File: config.mk
export PLATFORM = sky130hd
export DESIGN_NAME = int_mul_var_n
export DESIGN_NICKNAME = d
export VERILOG_FILES = /design/src/rtl/int_mul_var_pkg.sv /design/src/rtl/int_mul_var_shamt.sv /design/src/rtl/int_mul_var_n.sv
export SDC_FILE = /design/constraint.sdc
export NUM_CORES = 1
export LEC_CHECK = 0
export BUFFER_PORTS_ARGS = -buffer_cell sky130_fd_sc_hd__buf_2
export CORE_ASPECT_RATIO = 0.9
export CORE_MARGIN = 4
export CORE_UTILIZATION = 50
export DETAILED_ROUTE_END_ITERATION = 7
export GPL_ROUTABILITY_DRIVEN = 0
export PLACE_DENSITY = 0.68
export RECOVER_POWER = 50
export SETUP_SLACK_MARGIN = 0.4
export SYNTH_ARGS = -nofsm -noshare
export SYNTH_HDL_FRONTEND = slang
export SYNTH_SLANG_ARGS = --single-unit
export TNS_END_PERCENT = 20
File: constraint.sdc
create_clock -name clk -period 7 [get_ports clk]
set_clock_uncertainty 0.2 [all_clocks]
set_input_delay 0.7 -clock clk [delete_from_list [all_inputs] [get_ports clk]]
set_output_delay 0.7 -clock clk [all_outputs]
set_load 0.01 [all_outputs]
File: src/rtl/int_mul_var_pkg.sv
// Shared types and constants for the variable-latency iterative multiplier.
package int_mul_var_pkg;

  typedef enum logic [1:0] {
    IDLE = 2'd0,
    CALC = 2'd1,
    FIX  = 2'd2,
    DONE = 2'd3
  } state_t;

  // a_reg load select
  localparam logic [1:0] A_HOLD  = 2'd0;
  localparam logic [1:0] A_LOAD  = 2'd1;
  localparam logic [1:0] A_SHIFT = 2'd2;

  // b_reg load select
  localparam logic [1:0] B_HOLD  = 2'd0;
  localparam logic [1:0] B_LOAD  = 2'd1;
  localparam logic [1:0] B_SHIFT = 2'd2;

  // result load select
  localparam logic [1:0] R_HOLD  = 2'd0;
  localparam logic [1:0] R_CLEAR = 2'd1;
  localparam logic [1:0] R_ADD   = 2'd2;
  localparam logic [1:0] R_FIX   = 2'd3;

  // Shift amount must hold values 0..max_shift inclusive.
  function automatic int shamt_width(input int max_shift);
    return $clog2(max_shift) + 1;
  endfunction

endpackage

File: src/rtl/int_mul_var_shamt.sv
// Per-cycle shift amount: trailing-zero count of the low MAX_SHIFT bits of
// the multiplier, saturating at MAX_SHIFT; 1 when bit 0 is set (add + shift).
module int_mul_var_shamt
  import int_mul_var_pkg::*;
#(
  parameter int MAX_SHIFT = 8,
  parameter int SW        = shamt_width(MAX_SHIFT)
) (
  input  logic [MAX_SHIFT-1:0] b_low,
  output logic [SW-1:0]        shamt
);

  logic found;

  // Priority search from bit 0 for the first set bit.
  always_comb begin
    shamt = SW'(MAX_SHIFT);
    found = 1'b0;
    for (int i = 0; i < MAX_SHIFT; i++) begin
      if (!found && b_low[i]) begin
        shamt = SW'(i);
        found = 1'b1;
      end
    end
    if (b_low[0]) shamt = SW'(1);
  end

endmodule

File: src/rtl/int_mul_var_n.sv
// Variable-latency iterative multiplier, full 2*NBITS product, signed or
// unsigned per transaction. Skips up to MAX_SHIFT zero multiplier bits per cycle.
// Build option: INT_MUL_VAR_ZERO_FAST_EN sends zero-operand requests straight
// to DONE (result 0, response the cycle after accept).
//
//   state | meaning
//   IDLE  | ready for a request
//   CALC  | add/shift over multiplier bits until b_reg is zero
//   FIX   | apply sign to the magnitude product
//   DONE  | response valid, waiting for ostream_rdy
module int_mul_var_n
  import int_mul_var_pkg::*;
#(
  parameter int NBITS     = 32,
  parameter int MAX_SHIFT = 8
) (
  input  logic             clk,
  input  logic             reset,
  input  logic             istream_val,
  output logic             istream_rdy,
  input  logic [NBITS-1:0] istream_a,
  input  logic [NBITS-1:0] istream_b,
  input  logic             istream_signed,
  output logic             ostream_val,
  input  logic             ostream_rdy,
  output logic [NBITS-1:0] ostream_lo,
  output logic [NBITS-1:0] ostream_hi
);

  localparam int SW = shamt_width(MAX_SHIFT);
  localparam int PW = 2 * NBITS;

  state_t           state_q, state_d;
  logic [PW-1:0]    a_q, a_d;
  logic [NBITS-1:0] b_q, b_d;
  logic [PW-1:0]    res_q, res_d;
  logic             neg_q, neg_d;
  logic             rdy_q, rdy_d;
  logic             val_q, val_d;
  logic [NBITS-1:0] lo_q, lo_d;
  logic [NBITS-1:0] hi_q, hi_d;

  logic [1:0]       a_sel, b_sel, r_sel;
  logic             neg_ld;
  logic [SW-1:0]    shamt;
  logic [NBITS-1:0] a_mag, b_mag;
  logic             istream_go, ostream_go;

  assign istream_rdy = rdy_q;
  assign ostream_val = val_q;
  assign ostream_lo  = lo_q;
  assign ostream_hi  = hi_q;
  assign istream_go  = istream_val & istream_rdy;
  assign ostream_go  = ostream_val & ostream_rdy;

  // Operand magnitudes; negating the most negative value wraps to itself,
  // which is the correct unsigned magnitude.
  assign a_mag = (istream_signed && istream_a[NBITS-1]) ? -istream_a : istream_a;
  assign b_mag = (istream_signed && istream_b[NBITS-1]) ? -istream_b : istream_b;

  int_mul_var_shamt #(.MAX_SHIFT(MAX_SHIFT), .SW(SW)) u_shamt (
    .b_low (b_q[MAX_SHIFT-1:0]),
    .shamt (shamt)
  );

  // ---------------- ctrl ----------------
  // state   | a_sel   b_sel   r_sel   next
  // IDLE go | LOAD    LOAD    CLEAR   CALC (DONE on zero operand, fast build)
  // CALC b=0| HOLD    HOLD    HOLD    FIX
  // CALC b!0| SHIFT   SHIFT   ADD if b[0] else HOLD
  // FIX     | HOLD    HOLD    FIX     DONE
  // DONE    | HOLD    HOLD    HOLD    IDLE on ostream_go
  // Next-state and control-signal decode.
  always_comb begin
    state_d = state_q;
    a_sel   = A_HOLD;
    b_sel   = B_HOLD;
    r_sel   = R_HOLD;
    neg_ld  = 1'b0;
    case (state_q)
      IDLE: begin
        if (istream_go) begin
          a_sel  = A_LOAD;
          b_sel  = B_LOAD;
          r_sel  = R_CLEAR;
          neg_ld = 1'b1;
`ifdef INT_MUL_VAR_ZERO_FAST_EN
          if ((istream_a == '0) || (istream_b == '0)) state_d = DONE;
          else                                        state_d = CALC;
`else
          state_d = CALC;
`endif
        end
      end
      CALC: begin
        if (b_q == '0) begin
          state_d = FIX;
        end else begin
          a_sel = A_SHIFT;
          b_sel = B_SHIFT;
          if (b_q[0]) r_sel = R_ADD;
        end
      end
      FIX: begin
        r_sel   = R_FIX;
        state_d = DONE;
      end
      DONE: begin
        if (ostream_go) state_d = IDLE;
      end
      default: begin
        state_d = IDLE;
        a_sel   = 'x;
        b_sel   = 'x;
        r_sel   = 'x;
        neg_ld  = 1'bx;
      end
    endcase
  end

  // ---------------- dpath ----------------
  // Register next values from the control selects; outputs are registered
  // and forced to zero whenever the next state is not DONE.
  always_comb begin
    case (a_sel)
      A_LOAD:  a_d = PW'(a_mag);
      A_SHIFT: a_d = a_q << shamt;
      default: a_d = a_q;
    endcase
    case (b_sel)
      B_LOAD:  b_d = b_mag;
      B_SHIFT: b_d = b_q >> shamt;
      default: b_d = b_q;
    endcase
    case (r_sel)
      R_CLEAR: res_d = '0;
      R_ADD:   res_d = res_q + a_q;
      R_FIX:   res_d = neg_q ? -res_q : res_q;
      default: res_d = res_q;
    endcase
    neg_d = neg_ld ? (istream_signed & (istream_a[NBITS-1] ^ istream_b[NBITS-1])) : neg_q;
    rdy_d = (state_d == IDLE);
    val_d = (state_d == DONE);
    lo_d  = val_d ? res_d[NBITS-1:0] : '0;
    hi_d  = val_d ? res_d[PW-1:NBITS] : '0;
  end

  // State and datapath flops with synchronous reset.
  always_ff @(posedge clk) begin
    if (reset) begin
      state_q <= IDLE;
      a_q     <= '0;
      b_q     <= '0;
      res_q   <= '0;
      neg_q   <= 1'b0;
      rdy_q   <= 1'b1;
      val_q   <= 1'b0;
      lo_q    <= '0;
      hi_q    <= '0;
    end else begin
      state_q <= state_d;
      a_q     <= a_d;
      b_q     <= b_d;
      res_q   <= res_d;
      neg_q   <= neg_d;
      rdy_q   <= rdy_d;
      val_q   <= val_d;
      lo_q    <= lo_d;
      hi_q    <= hi_d;
    end
  end

endmodule

==> impl_metrics.json <==
{
  "outcome": "finished with violations",
  "violations": "max-capacitance violations, max-slew violations",
  "crit_arrival_ps": 5750,
  "worstMarginPinSlew_ps": 4390,
  "vias_per_cell": 6.55,
  "hp-class": "input pin to flop",
  "initial_utilization_pct": 50.8,
  "grt_pass1_vias": 18000,
  "ys_warn_count": 0,
  "wirelength_um": 62200,
  "crit_type": "input pin to flop",
  "cts_max_path_buffers": 3,
  "synth_seq_cells": 229,
  "power_density_nw_per_um2": 278,
  "io_pins": 135,
  "power.static_leakage_nw": 8.17,
  "synthArstFlopShare_pct": 0,
  "ctsHtreeMaxLevel": 1,
  "post_cts_resized": 0,
  "clk_latency_ps": 550,
  "die_width_um": 210,
  "dpl_cell_area_um2": 19200,
  "avgRoutedWirePerCell_um": 21.0,
  "critical_path.max_fanout": 86,
  "relSlewSlack_pct": -193,
  "fmax_ghz": 0.175,
  "synth-main-ff-cell": "dfxtp_1",
  "fin_nets": 2606,
  "cap_violations": 2,
  "dr.first_iter.drc_count": 2369,
  "post_cts.repair.setup_buffers": 0,
  "layout.cells.non_filler": 2963,
  "utilization_pct": 55.4,
  "placed_cells": 2917,
  "antenna_found_initial": 0,
  "grt.total_usage_pct": 29.8,
  "clk_pin_slew_ps": 60,
  "vias": 19400,
  "dieArea_um2": 39800,
  "diodes": 0,
  "synthDistinctLibCells": 78,
  "dpl.hpwl_um": 44900,
  "rsz0062_at_grt": "false",
  "drtPass1Iterations": 8,
  "synthCells": 2451,
  "fin_setup_tns_ps": 0,
  "numCtsBuffers": 26,
  "drive_gt1_share_pct": 7.80,
  "grt-ovfl-total": 0,
  "antenna_left": 0,
  "grt_pass1_wl_um": 98600,
  "core.rowCount": 66,
  "io_buffers": 134,
  "drcViolationCount": 0,
  "final_hold_viol_count": 0,
  "tritoncts": "yes",
  "finalCriticalPeriod_ps": 5700,
  "syn-num-nets": 2588,
  "stdcell_area_um2": 20000,
  "slew_violations": 119,
  "dieHeight_um": 190,
  "synth-edff-count": 0,
  "netlist_area_um2": 18400,
  "period_share_pct": 81.5,
  "setup_violations": 0,
  "cp.required_ps": 7050,
  "peakVddDrop_uv": 235,
  "yosysSeqAreaShare_pct": 25.0,
  "end_kind": "flop",
  "startpoint_type": "input pin",
  "hold_buffers": 0,
  "synth.avg_cell_area_um2": 7.49,
  "clkSinkCount": 229,
  "area_growth_pct": 9.16,
  "clock-root-buffer": "clkbuf_16",
  "grt_max_degree": 87,
  "coreArea_um2": 36200
}
layer usage:
layer / global-route usage, % / vias to the layer above / share of wire, %
met5: 0 / - / 0
met4: 9.59 / 0 / 3.8
met3: 4.29 / 149 / 8.8
met2: 46.8 / 983 / 44
met1: 42.5 / 9164 / 44
li1: - / 9098 / -
cell families after synthesis:
| group | share of synthesized area, % |
|---|---|
| xor gates and xnor gates | 4.91 |
| adders and majority gates | 4.68 |
| AOI/OAI and AO/OA | 24.1 |
| buffers and inverters | 4.35 |
| and+or+nand+nor | 23.8 |
| muxes | 13.2 |
| DFF | 25.0 |
where the power goes:
group / switching [mW] / internal [mW] / leakage (nW)
Clock: 0.570 / 0.916 / 0.460
Combinational: 1.61 / 0.919 / 5.85
Sequential: 0.163 / 1.40 / 1.86
Total: 2.34 / 3.23 / 8.17
per-stage QoR:
step / setup WS (ps) / power [mW] / hold slack, ps
3_3_place_gp: 2350 / 3.99 / 287
5_1_grt: 903 / 5.84 / 306
3_5_place_dp: 2100 / 4.03 / 299
6_report: 1300 / 5.57 / 280
4_1_cts: 2080 / 5.51 / 247
2_1_floorplan: 3580 / 3.39 / 258
cells in the final DEF, fill, tap and decap left out, types with 20 or more instances in the layout:
cell       count
nor3_1        92
nor2_1       301
xor2_1        37
o22ai_1       37
xnor2_1       66
ha_1          66
o31ai_1       29
or3_1         26
nand3_1       46
inv_1         38
dfxtp_1      229
nor4_1        30
a21o_1        38
buf_4         22
nand2_1      304
a21oi_1      192
o21bai_1      20
a31oi_1       36
mux2i_1      179
nand4_1       39
clkbuf_16     27
a32o_1        24
mux4_2        27
buf_2         67
clkbuf_1      70
o21ai_0      145
synthesized netlist by cell type, drive strengths merged, types with 18 or more instances:
master / count / area share, %
a21o: 39 / 1.6
a21oi: 193 / 5.3
a221oi: 18 / 0.89
a31oi: 36 / 1.2
a32o: 24 / 1.3
buf: 30 / 0.75
clkbuf: 136 / 2.8
dfxtp: 229 / 25
ha: 67 / 4.6
inv: 40 / 0.82
mux2i: 179 / 9.8
mux4: 27 / 3.3
nand2: 305 / 6.2
nand3: 48 / 1.3
nand4: 39 / 1.3
nor2: 303 / 6.2
nor3: 93 / 2.5
nor4: 31 / 1.2
o211ai: 18 / 0.74
o21ai: 148 / 4.0
o21bai: 20 / 0.82
o22ai: 39 / 1.4
o31ai: 29 / 1.2
or3: 26 / 0.89
xnor2: 66 / 3.1
xor2: 37 / 1.8
worst max-delay path: stages:
cell and delay (ps):
clkbuf_1 3010, inv_1 960, nand2_1 900, o22ai_1 140
worst paths after layout:
kind          endpoint    startpoint  slack, ps  cells past startpoint
max          res_q[34]         reset       1300                      4
min             a_q[0]  istream_a[0]        280                      3
max reg2reg    b_q[17]        b_q[0]       1800                     11
min reg2reg    b_q[30]       b_q[30]        310                      2
layout make-up:
cell class,count,area [µm²]
timing repair buffer,156,752
fill,3564,16100
sequential,229,4580
clock inverter,13,194
inverter,40,150
multi-input combinational,2016,13000
clock buffer,33,728
tap,476,596
sequential cells by signal (all words and copies together), names as in the netlist:
register,count
ostream_lo,32
state_q,2
neg_q,1
ostream_val,1
a_q,64
ostream_hi,32
b_q,32
res_q,64
istream_rdy,1
Power figures use the tool's default switching activity.
